===== src/rtl/jtbubl_gfx_pkg.sv =====
`default_nettype none
// ============================================================================
//  Module   : jtbubl_gfx_pkg
//  Purpose  : Shared types and defaults for the gfx ROM slot.
//             - gfx_state_t : fetch FSM state encoding
//             - c_aw        : default slot word address width (32-bit words)
//             - c_saw       : default SDRAM address width (16-bit words)
//             - c_offset    : default SDRAM base of the gfx region
//  Revision : 1.0 - initial release
// ============================================================================
package jtbubl_gfx_pkg;

  localparam int          c_aw     = 18;
  localparam int          c_saw    = 22;
  localparam logic [21:0] c_offset = 22'h10_0000;

  typedef enum logic [1:0] {
    ST_IDLE  = 2'd0,
    ST_REQ   = 2'd1,
    ST_BEAT0 = 2'd2,
    ST_BEAT1 = 2'd3
  } gfx_state_t;

endpackage
`default_nettype wire


===== src/rtl/jtbubl_gfx_rom_slot_if.sv =====
`default_nettype none
// ============================================================================
//  Module   : jtbubl_gfx_slot_if / jtbubl_gfx_sdram_if
//  Purpose  : Bus bundles for the gfx ROM slot.
//             jtbubl_gfx_slot_if  : video-side ROM port
//               slot_cs, slot_addr (master -> slave)
//               slot_dout, slot_ok (slave -> master)
//             jtbubl_gfx_sdram_if : SDRAM controller port
//               sdram_req, sdram_addr          (master -> slave)
//               sdram_ack, sdram_dst, sdram_din (slave -> master)
//  Revision : 1.0 - initial release
// ============================================================================
interface jtbubl_gfx_slot_if #(
  parameter int AW = 18
);
  logic          slot_cs;
  logic [AW-1:0] slot_addr;
  logic [31:0]   slot_dout;
  logic          slot_ok;

  modport master (output slot_cs, output slot_addr, input  slot_dout, input  slot_ok);
  modport slave  (input  slot_cs, input  slot_addr, output slot_dout, output slot_ok);
endinterface

interface jtbubl_gfx_sdram_if #(
  parameter int SAW = 22
);
  logic           sdram_req;
  logic [SAW-1:0] sdram_addr;
  logic           sdram_ack;
  logic           sdram_dst;
  logic [15:0]    sdram_din;

  modport master (output sdram_req, output sdram_addr,
                  input  sdram_ack, input  sdram_dst, input sdram_din);
  modport slave  (input  sdram_req, input  sdram_addr,
                  output sdram_ack, output sdram_dst, output sdram_din);
endinterface
`default_nettype wire


===== src/rtl/jtbubl_gfx_tagmem.sv =====
`default_nettype none
// ============================================================================
//  Module   : jtbubl_gfx_tagmem
//  Purpose  : Tag/valid/data storage with hit compare for the gfx ROM slot.
//             Single entry by default; two entries with one LRU bit when
//             JTBUBL_GFX_CACHE2_EN is defined.
//  Ports    : clk, rst_n      clock, async active-low reset
//             lookup_addr     address compared against stored tags
//             touch           lookup hit was consumed (updates LRU)
//             fill            write fill_addr/fill_data into the victim entry
//             fill_addr       tag to store
//             fill_data       32-bit word to store
//             hit             lookup_addr matches a valid entry
//             dout            data of the hitting entry (entry 0 otherwise)
//  Revision : 1.0 - initial release
// ============================================================================
module jtbubl_gfx_tagmem #(
  parameter int AW = 18
) (
  input  wire logic          clk,
  input  wire logic          rst_n,
  input  wire logic [AW-1:0] lookup_addr,
  input  wire logic          touch,
  input  wire logic          fill,
  input  wire logic [AW-1:0] fill_addr,
  input  wire logic [31:0]   fill_data,
  output logic               hit,
  output logic [31:0]        dout
);

`ifdef JTBUBL_GFX_CACHE2_EN

  logic [1:0]         r_valid;
  logic [AW-1:0]      r_tag  [2];
  logic [31:0]        r_data [2];
  logic               r_lru;      // index of the least recently used entry
  logic [1:0]         w_hit;

  for (genvar g = 0; g < 2; g++) begin : g_cmp
    assign w_hit[g] = r_valid[g] && (r_tag[g] == lookup_addr);
  end

  assign hit  = |w_hit;
  assign dout = w_hit[1] ? r_data[1] : r_data[0];

  always_ff @(posedge clk or negedge rst_n) begin
    if (!rst_n) begin
      r_valid <= 2'b00;
      r_lru   <= 1'b0;
      for (int i = 0; i < 2; i++) begin
        r_tag[i]  <= '0;
        r_data[i] <= '0;
      end
    end else if (fill) begin
      r_valid[r_lru] <= 1'b1;
      r_tag[r_lru]   <= fill_addr;
      r_data[r_lru]  <= fill_data;
      r_lru          <= ~r_lru;   // the filled entry becomes MRU
    end else if (touch && hit) begin
      r_lru <= ~w_hit[1];         // hit on entry 1 leaves entry 0 as LRU
    end
  end

`else

  logic          r_valid;
  logic [AW-1:0] r_tag;
  logic [31:0]   r_data;
  logic          w_unused_touch;

  // With one entry there is no replacement choice to track.
  assign w_unused_touch = touch;

  assign hit  = r_valid && (r_tag == lookup_addr);
  assign dout = r_data;

  always_ff @(posedge clk or negedge rst_n) begin
    if (!rst_n) begin
      r_valid <= 1'b0;
      r_tag   <= '0;
      r_data  <= '0;
    end else if (fill) begin
      r_valid <= 1'b1;
      r_tag   <= fill_addr;
      r_data  <= fill_data;
    end
  end

`endif

endmodule
`default_nettype wire


===== src/rtl/jtbubl_gfx_rom_slot.sv =====
`default_nettype none
// ============================================================================
//  Module   : jtbubl_gfx_rom_slot
//  Purpose  : SDRAM-side responder for the video gfx ROM port. A 32-bit word
//             is fetched as two 16-bit SDRAM beats (low half first) from the
//             region starting at OFFSET. A tag cache answers repeated reads
//             with zero latency. Define JTBUBL_GFX_CACHE2_EN for a two-entry
//             LRU cache instead of the single entry.
//  Ports    : clk    system clock
//             rst_n  asynchronous reset, active low
//             slot   video-side ROM port (slave modport)
//             sdram  SDRAM controller port (master modport)
//  Revision : 1.0 - initial release
// ============================================================================
module jtbubl_gfx_rom_slot
  import jtbubl_gfx_pkg::*;
#(
  parameter int             AW     = c_aw,
  parameter int             SAW    = c_saw,
  parameter logic [SAW-1:0] OFFSET = SAW'(c_offset)
) (
  input  wire logic          clk,
  input  wire logic          rst_n,
  jtbubl_gfx_slot_if.slave   slot,
  jtbubl_gfx_sdram_if.master sdram
);

  gfx_state_t    r_state;
  logic          r_req;
  logic [AW-1:0] r_fetch_addr;
  logic [15:0]   r_lo;

  logic          w_hit;
  logic          w_idle;
  logic          w_ok;
  logic          w_fill;
  logic [31:0]   w_cache_dout;

  assign w_idle = (r_state == ST_IDLE);
  assign w_ok   = slot.slot_cs && w_hit && w_idle;
  assign w_fill = (r_state == ST_BEAT1) && sdram.sdram_dst;

  // The fetch register only changes when leaving IDLE, so the SDRAM address
  // holds steady for the whole transaction. Sum wraps modulo 2^SAW.
  assign sdram.sdram_addr = OFFSET + SAW'({r_fetch_addr, 1'b0});
  assign sdram.sdram_req  = r_req;
  assign slot.slot_ok     = w_ok;
  assign slot.slot_dout   = w_cache_dout;

  jtbubl_gfx_tagmem #(
    .AW (AW)
  ) u_tagmem (
    .clk         (clk),
    .rst_n       (rst_n),
    .lookup_addr (slot.slot_addr),
    .touch       (w_ok),
    .fill        (w_fill),
    .fill_addr   (r_fetch_addr),
    .fill_data   ({sdram.sdram_din, r_lo}),
    .hit         (w_hit),
    .dout        (w_cache_dout)
  );

  // A started fetch always runs to completion: the controller cannot cancel
  // an accepted request, and the fetched word still lands in the cache.
  always_ff @(posedge clk or negedge rst_n) begin
    if (!rst_n) begin
      r_state      <= ST_IDLE;
      r_req        <= 1'b0;
      r_fetch_addr <= '0;
      r_lo         <= '0;
    end else begin
      case (r_state)
        ST_IDLE: begin
          if (slot.slot_cs && !w_hit) begin
            r_fetch_addr <= slot.slot_addr;
            r_req        <= 1'b1;
            r_state      <= ST_REQ;
          end
        end
        ST_REQ: begin
          if (sdram.sdram_ack) begin
            r_req   <= 1'b0;
            r_state <= ST_BEAT0;
          end
        end
        ST_BEAT0: begin
          if (sdram.sdram_dst) begin
            r_lo    <= sdram.sdram_din;
            r_state <= ST_BEAT1;
          end
        end
        ST_BEAT1: begin
          if (sdram.sdram_dst) begin
            r_state <= ST_IDLE;
          end
        end
        default: r_state <= ST_IDLE;
      endcase
    end
  end

endmodule
`default_nettype wire


===== src/flat_wrapper.sv =====
// flat-port wrapper written by rule: the top's interface ports become plain ports
module jtbubl_gfx_rom_slot_flat import jtbubl_gfx_pkg::*;
#(
  parameter int             AW     = c_aw,
  parameter int             SAW    = c_saw,
  parameter logic [SAW-1:0] OFFSET = SAW'(c_offset)
)
  (clk, rst_n, slot_slot_cs, slot_slot_addr, slot_slot_dout, slot_slot_ok, sdram_sdram_req, sdram_sdram_addr, sdram_sdram_ack, sdram_sdram_dst, sdram_sdram_din);
  jtbubl_gfx_slot_if #(.AW(AW)) slot_i ();
  jtbubl_gfx_sdram_if #(.SAW(SAW)) sdram_i ();
  input  wire logic clk;
  input  wire logic rst_n;
  input wire logic [$bits(slot_i.slot_cs)-1:0] slot_slot_cs;
  input wire logic [$bits(slot_i.slot_addr)-1:0] slot_slot_addr;
  output wire logic [$bits(slot_i.slot_dout)-1:0] slot_slot_dout;
  output wire logic [$bits(slot_i.slot_ok)-1:0] slot_slot_ok;
  output wire logic [$bits(sdram_i.sdram_req)-1:0] sdram_sdram_req;
  output wire logic [$bits(sdram_i.sdram_addr)-1:0] sdram_sdram_addr;
  input wire logic [$bits(sdram_i.sdram_ack)-1:0] sdram_sdram_ack;
  input wire logic [$bits(sdram_i.sdram_dst)-1:0] sdram_sdram_dst;
  input wire logic [$bits(sdram_i.sdram_din)-1:0] sdram_sdram_din;
  assign slot_i.slot_cs = slot_slot_cs;
  assign slot_i.slot_addr = slot_slot_addr;
  assign slot_slot_dout = slot_i.slot_dout;
  assign slot_slot_ok = slot_i.slot_ok;
  assign sdram_sdram_req = sdram_i.sdram_req;
  assign sdram_sdram_addr = sdram_i.sdram_addr;
  assign sdram_i.sdram_ack = sdram_sdram_ack;
  assign sdram_i.sdram_dst = sdram_sdram_dst;
  assign sdram_i.sdram_din = sdram_sdram_din;
  jtbubl_gfx_rom_slot #(.AW(AW), .SAW(SAW), .OFFSET(OFFSET)) u_core (.clk(clk), .rst_n(rst_n), .slot(slot_i), .sdram(sdram_i));
endmodule

===== config.mk =====
export PLATFORM = sky130hd
export DESIGN_NAME = jtbubl_gfx_rom_slot_flat
export DESIGN_NICKNAME = d
export VERILOG_FILES = /design/src/rtl/jtbubl_gfx_pkg.sv /design/src/rtl/jtbubl_gfx_rom_slot_if.sv /design/src/rtl/jtbubl_gfx_tagmem.sv /design/src/rtl/jtbubl_gfx_rom_slot.sv /design/src/flat_wrapper.sv
export SDC_FILE = /design/constraint.sdc
export NUM_CORES = 1
export LEC_CHECK = 0
export CORE_UTILIZATION = 40
export CTS_BUF_LIST = sky130_fd_sc_hd__clkbuf_8
export DETAILED_ROUTE_END_ITERATION = 6
export HOLD_SLACK_MARGIN = 0.15
export PLACE_DENSITY = 0.74
export SLEW_MARGIN = 40
export SYNTH_ARGS = -nofsm -noshare
export SYNTH_HDL_FRONTEND = slang
export SYNTH_HIERARCHICAL = 1
export SYNTH_SLANG_ARGS = --single-unit

===== constraint.sdc =====
create_clock -name clk -period 2.2 [get_ports clk]
set_input_delay 0.44 -clock clk [delete_from_list [all_inputs] [get_ports clk]]
set_output_delay 0.44 -clock clk [all_outputs]
set_load 0.02 [all_outputs]

==> impl_metrics.csv <==
group,metric,value,unit
power_and_ir_drop,p_leak,2.26,nW
die,boundaryPins,95,
route,wl_met1,3270,um
die,rows,34,
timing,final_max_slew_viol_count,0,
run_status,outcome,"finished with violations",
min_path,holdCritPathClass,"in2reg",
timing,worst_slew_pin_slew,679,ps
cts,cts_tree,"built",
route,detail-route-antenna-nets,0,
timing,max_freq,0.387,GHz
route,wirelength,7360,um
route,vias_per_cell,4.92,
cells_and_area,drive_above_1_share,0.375,
route,drc_errors,8,
synthesis,synth_top_area_frac,0.598,
synthesis,netlist_area,3680,um^2
global_route,grt_usage,0.166,
die,initial_core_util,0.418,
cts,htreeDepth,3,
timing,layout_setup_ws,-384,ps
timing,setup_tns,-5880,ps
cells_and_area,layout.nets,386,
cells_and_area,area_delta_synth_final,39.9,%
timing,holdWs,487,ps
route,first_pass_iters,7,
global_route,grt_max_degree,53,
cells_and_area,design_area,5150,um^2
route,dr_wl_met2,3310,um
timing,relSlewSlack,0.547,
synthesis,synth_cell_type_count,32,
setup_path,cp.required,1760,ps
cts,cts.path.max_buffers,2,
placement,hpwl,4710,um
die,die_w,98.0,um
global_route,grt_pass1_vias,2478,
cts,cts_sinks,88,
cells_and_area,final_cell_mix,"dfrtp_1, clkdlybuf4s50_1, mux2_2, mux2_4, dlygate4sd2_1",
global_route,antenna_found_initial,0,
synthesis,ys_ff_latch,88,
route,wl_met3,695,um
flow_run,maxCapViolations,0,
die,die_y,98.0,um
synthesis,netlist_top_cells_area,"dfrtp_1, mux2_2, mux2_4, xnor2_1, ha_1",
setup_path,cp.arrival,2140,ps
route,top_layer,"met4",
timing,skew,11.5,ps
cts,path_clk_slew,90,ps
cells_and_area,final_common_cell,"dfrtp_1",
power_and_ir_drop,powerDensity,1500,nW/um^2
die,dieArea,9600,um^2
route,wire_per_inst,16.2,um
setup_path,cp_max_fo,2,
route,drt-initial-drc-count,39,
cells_and_area,antenna_cells,0,
run_status,violations,"DRC, setup timing",
cells_and_area,fillers,717,
placement,gp_congestion,0.713,
global_route,grt_pass1_wl,12500,um
timing,fin_crit,2580,ps
synthesis,synth_top_area_cell,"dfrtp_1",
power_and_ir_drop,vdd_drop_max,0.000716,V
timing,hold_viol_final,0,
global_route,grt-ovfl-total,0,
cts,numCtsBuffers,9,
placement,placed_cell_area,4720,um^2
synthesis,synthCells,236,
setup_path,worstSetupPathType,"reg2out",
placement,io_buffers,90,
die,core-area,8810,um^2
timing,period_share,1.17,
synthesis,ys_seq_area_frac,0.598,
setup_path,end_kind,"output port",
cts,root_buffer,"clkbuf_8",
setup_path,start_kind,"flip-flop",
timing,rsz0062_at_grt,"yes",
synthesis,ys.warnings.count,6,
cts,clk_latency,350,ps
synthesis,synth.avg_cell_area,15.6,um^2
timing,setup_viol_count_final,21,
route,vias,2237,
-- power breakdown --
group / total, W / internal, W / leakage, nW / switching (W)
registers: 0.00293 / 0.00244 / 1.04 / 0.000488
logic: 0.00374 / 0.00219 / 1.13 / 0.00155
clock network: 0.00106 / 0.000478 / 0.0882 / 0.000579
total: 0.00773 / 0.00511 / 2.26 / 0.00262
-- metrics by stage --
step           cells  worst slack [ps]  total power (W)  utilization
6_report         455              -384          0.00773        0.585
5_1_grt          455              -490          0.00820        0.585
4_1_cts          456              -478          0.00774        0.582
3_5_place_dp     430             -1100          0.00639        0.536
3_3_place_gp     430             -1110          0.00629        0.536
2_1_floorplan    238              5.92          0.00495            -
-- cells by family (layout without fill, tap and decap cells) --
logic type,count (synthesis),count (layout),share of synthesized area
other,2,4,0.00204
multiplexers,85,85,0.269
AO/OA/AOI/OAI,7,7,0.0153
buffers and inverters,17,126,0.0306
adder cells (fa/ha/maj),5,5,0.0170
flip-flops,88,88,0.598
AND/OR/NAND/NOR,14,14,0.0255
XOR/XNOR,18,18,0.0428
-- area by class of cell --
cell class / instances / area, um^2 / share of cell area
sequential: 88 / 2200 / 0.427
clock buffer: 11 / 151 / 0.0294
timing repair buffer: 106 / 1120 / 0.218
clock inverter: 5 / 40.0 / 0.00777
inverter: 4 / 15.0 / 0.00291
multi-input combinational: 133 / 1490 / 0.289
tap: 108 / 135 / 0.0262
-- state kept, by name (all words and copies together), names as in the netlist --
name and count:
u_core/u_tagmem/r_valid 1, u_core/sdram.sdram_req 1, u_core/r_state 2, u_core/u_tagmem/r_tag 18
u_core/r_lo 16, u_core/r_fetch_addr 18, u_core/u_tagmem/dout 32
-- what timing repair did --
action	CTS	global route
setup endpoints to repair	22	22
endpoints found under the hold margin	35	0
cloned	3	0
pin swaps	10	5
setup buffers	7	1
gates resized for setup	40	9
hold buffers	1	0
-- critical path: stages (launching register included) --
cell	delay, ps
dfrtp_1	410
xnor2_2	160
nand4_1	160
or4_4	530
nor4_4	200
and3_4	230
buf_6	110
-- layer usage --
metal,global-route usage,up-vias
met3,0.0694,10
met2,0.253,80
met4,0.0524,0
li1,-,1030
met1,0.216,1117
met5,0,-
-- synthesized netlist by cell type (all sizes together) --
library cell / count
or4: 1
nand2b: 1
mux2: 85
xor2: 3
a221oi: 1
inv: 4
nand2: 1
clkbuf: 1
ha: 5
o21ai: 1
a2bb2oi: 1
xnor2: 15
a21o: 1
and2: 1
and3: 1
or2: 2
buf: 12
a21boi: 1
nor2b: 1
a211oi: 1
dfrtp: 88
nand3b: 1
conb: 2
a21oi: 1
nor4: 1
nand4: 4
-- path summary, 6_finish.rpt --
kind	from	to	slack, ps	depth (start not counted)
min in group asynchronous	rst_n	u_core/r_lo[2]$_DFFE_PN0P_	700	2
max	u_core/u_tagmem/r_tag[9]$_DFFE_PN0P_	slot_slot_ok	-380	6
min reg2reg	u_core/u_tagmem/r_valid$_DFFE_PN0P_	u_core/u_tagmem/r_valid$_DFFE_PN0P_	500	1
max in group asynchronous	rst_n	u_core/u_tagmem/r_tag[8]$_DFFE_PN0P_	860	3
max reg2reg	u_core/u_tagmem/r_tag[9]$_DFFE_PN0P_	u_core/r_fetch_addr[8]$_DFFE_PN0P_	-350	10
min	slot_slot_addr[3]	u_core/r_fetch_addr[3]$_DFFE_PN0P_	490	2
(Power assumes the default switching activity.)
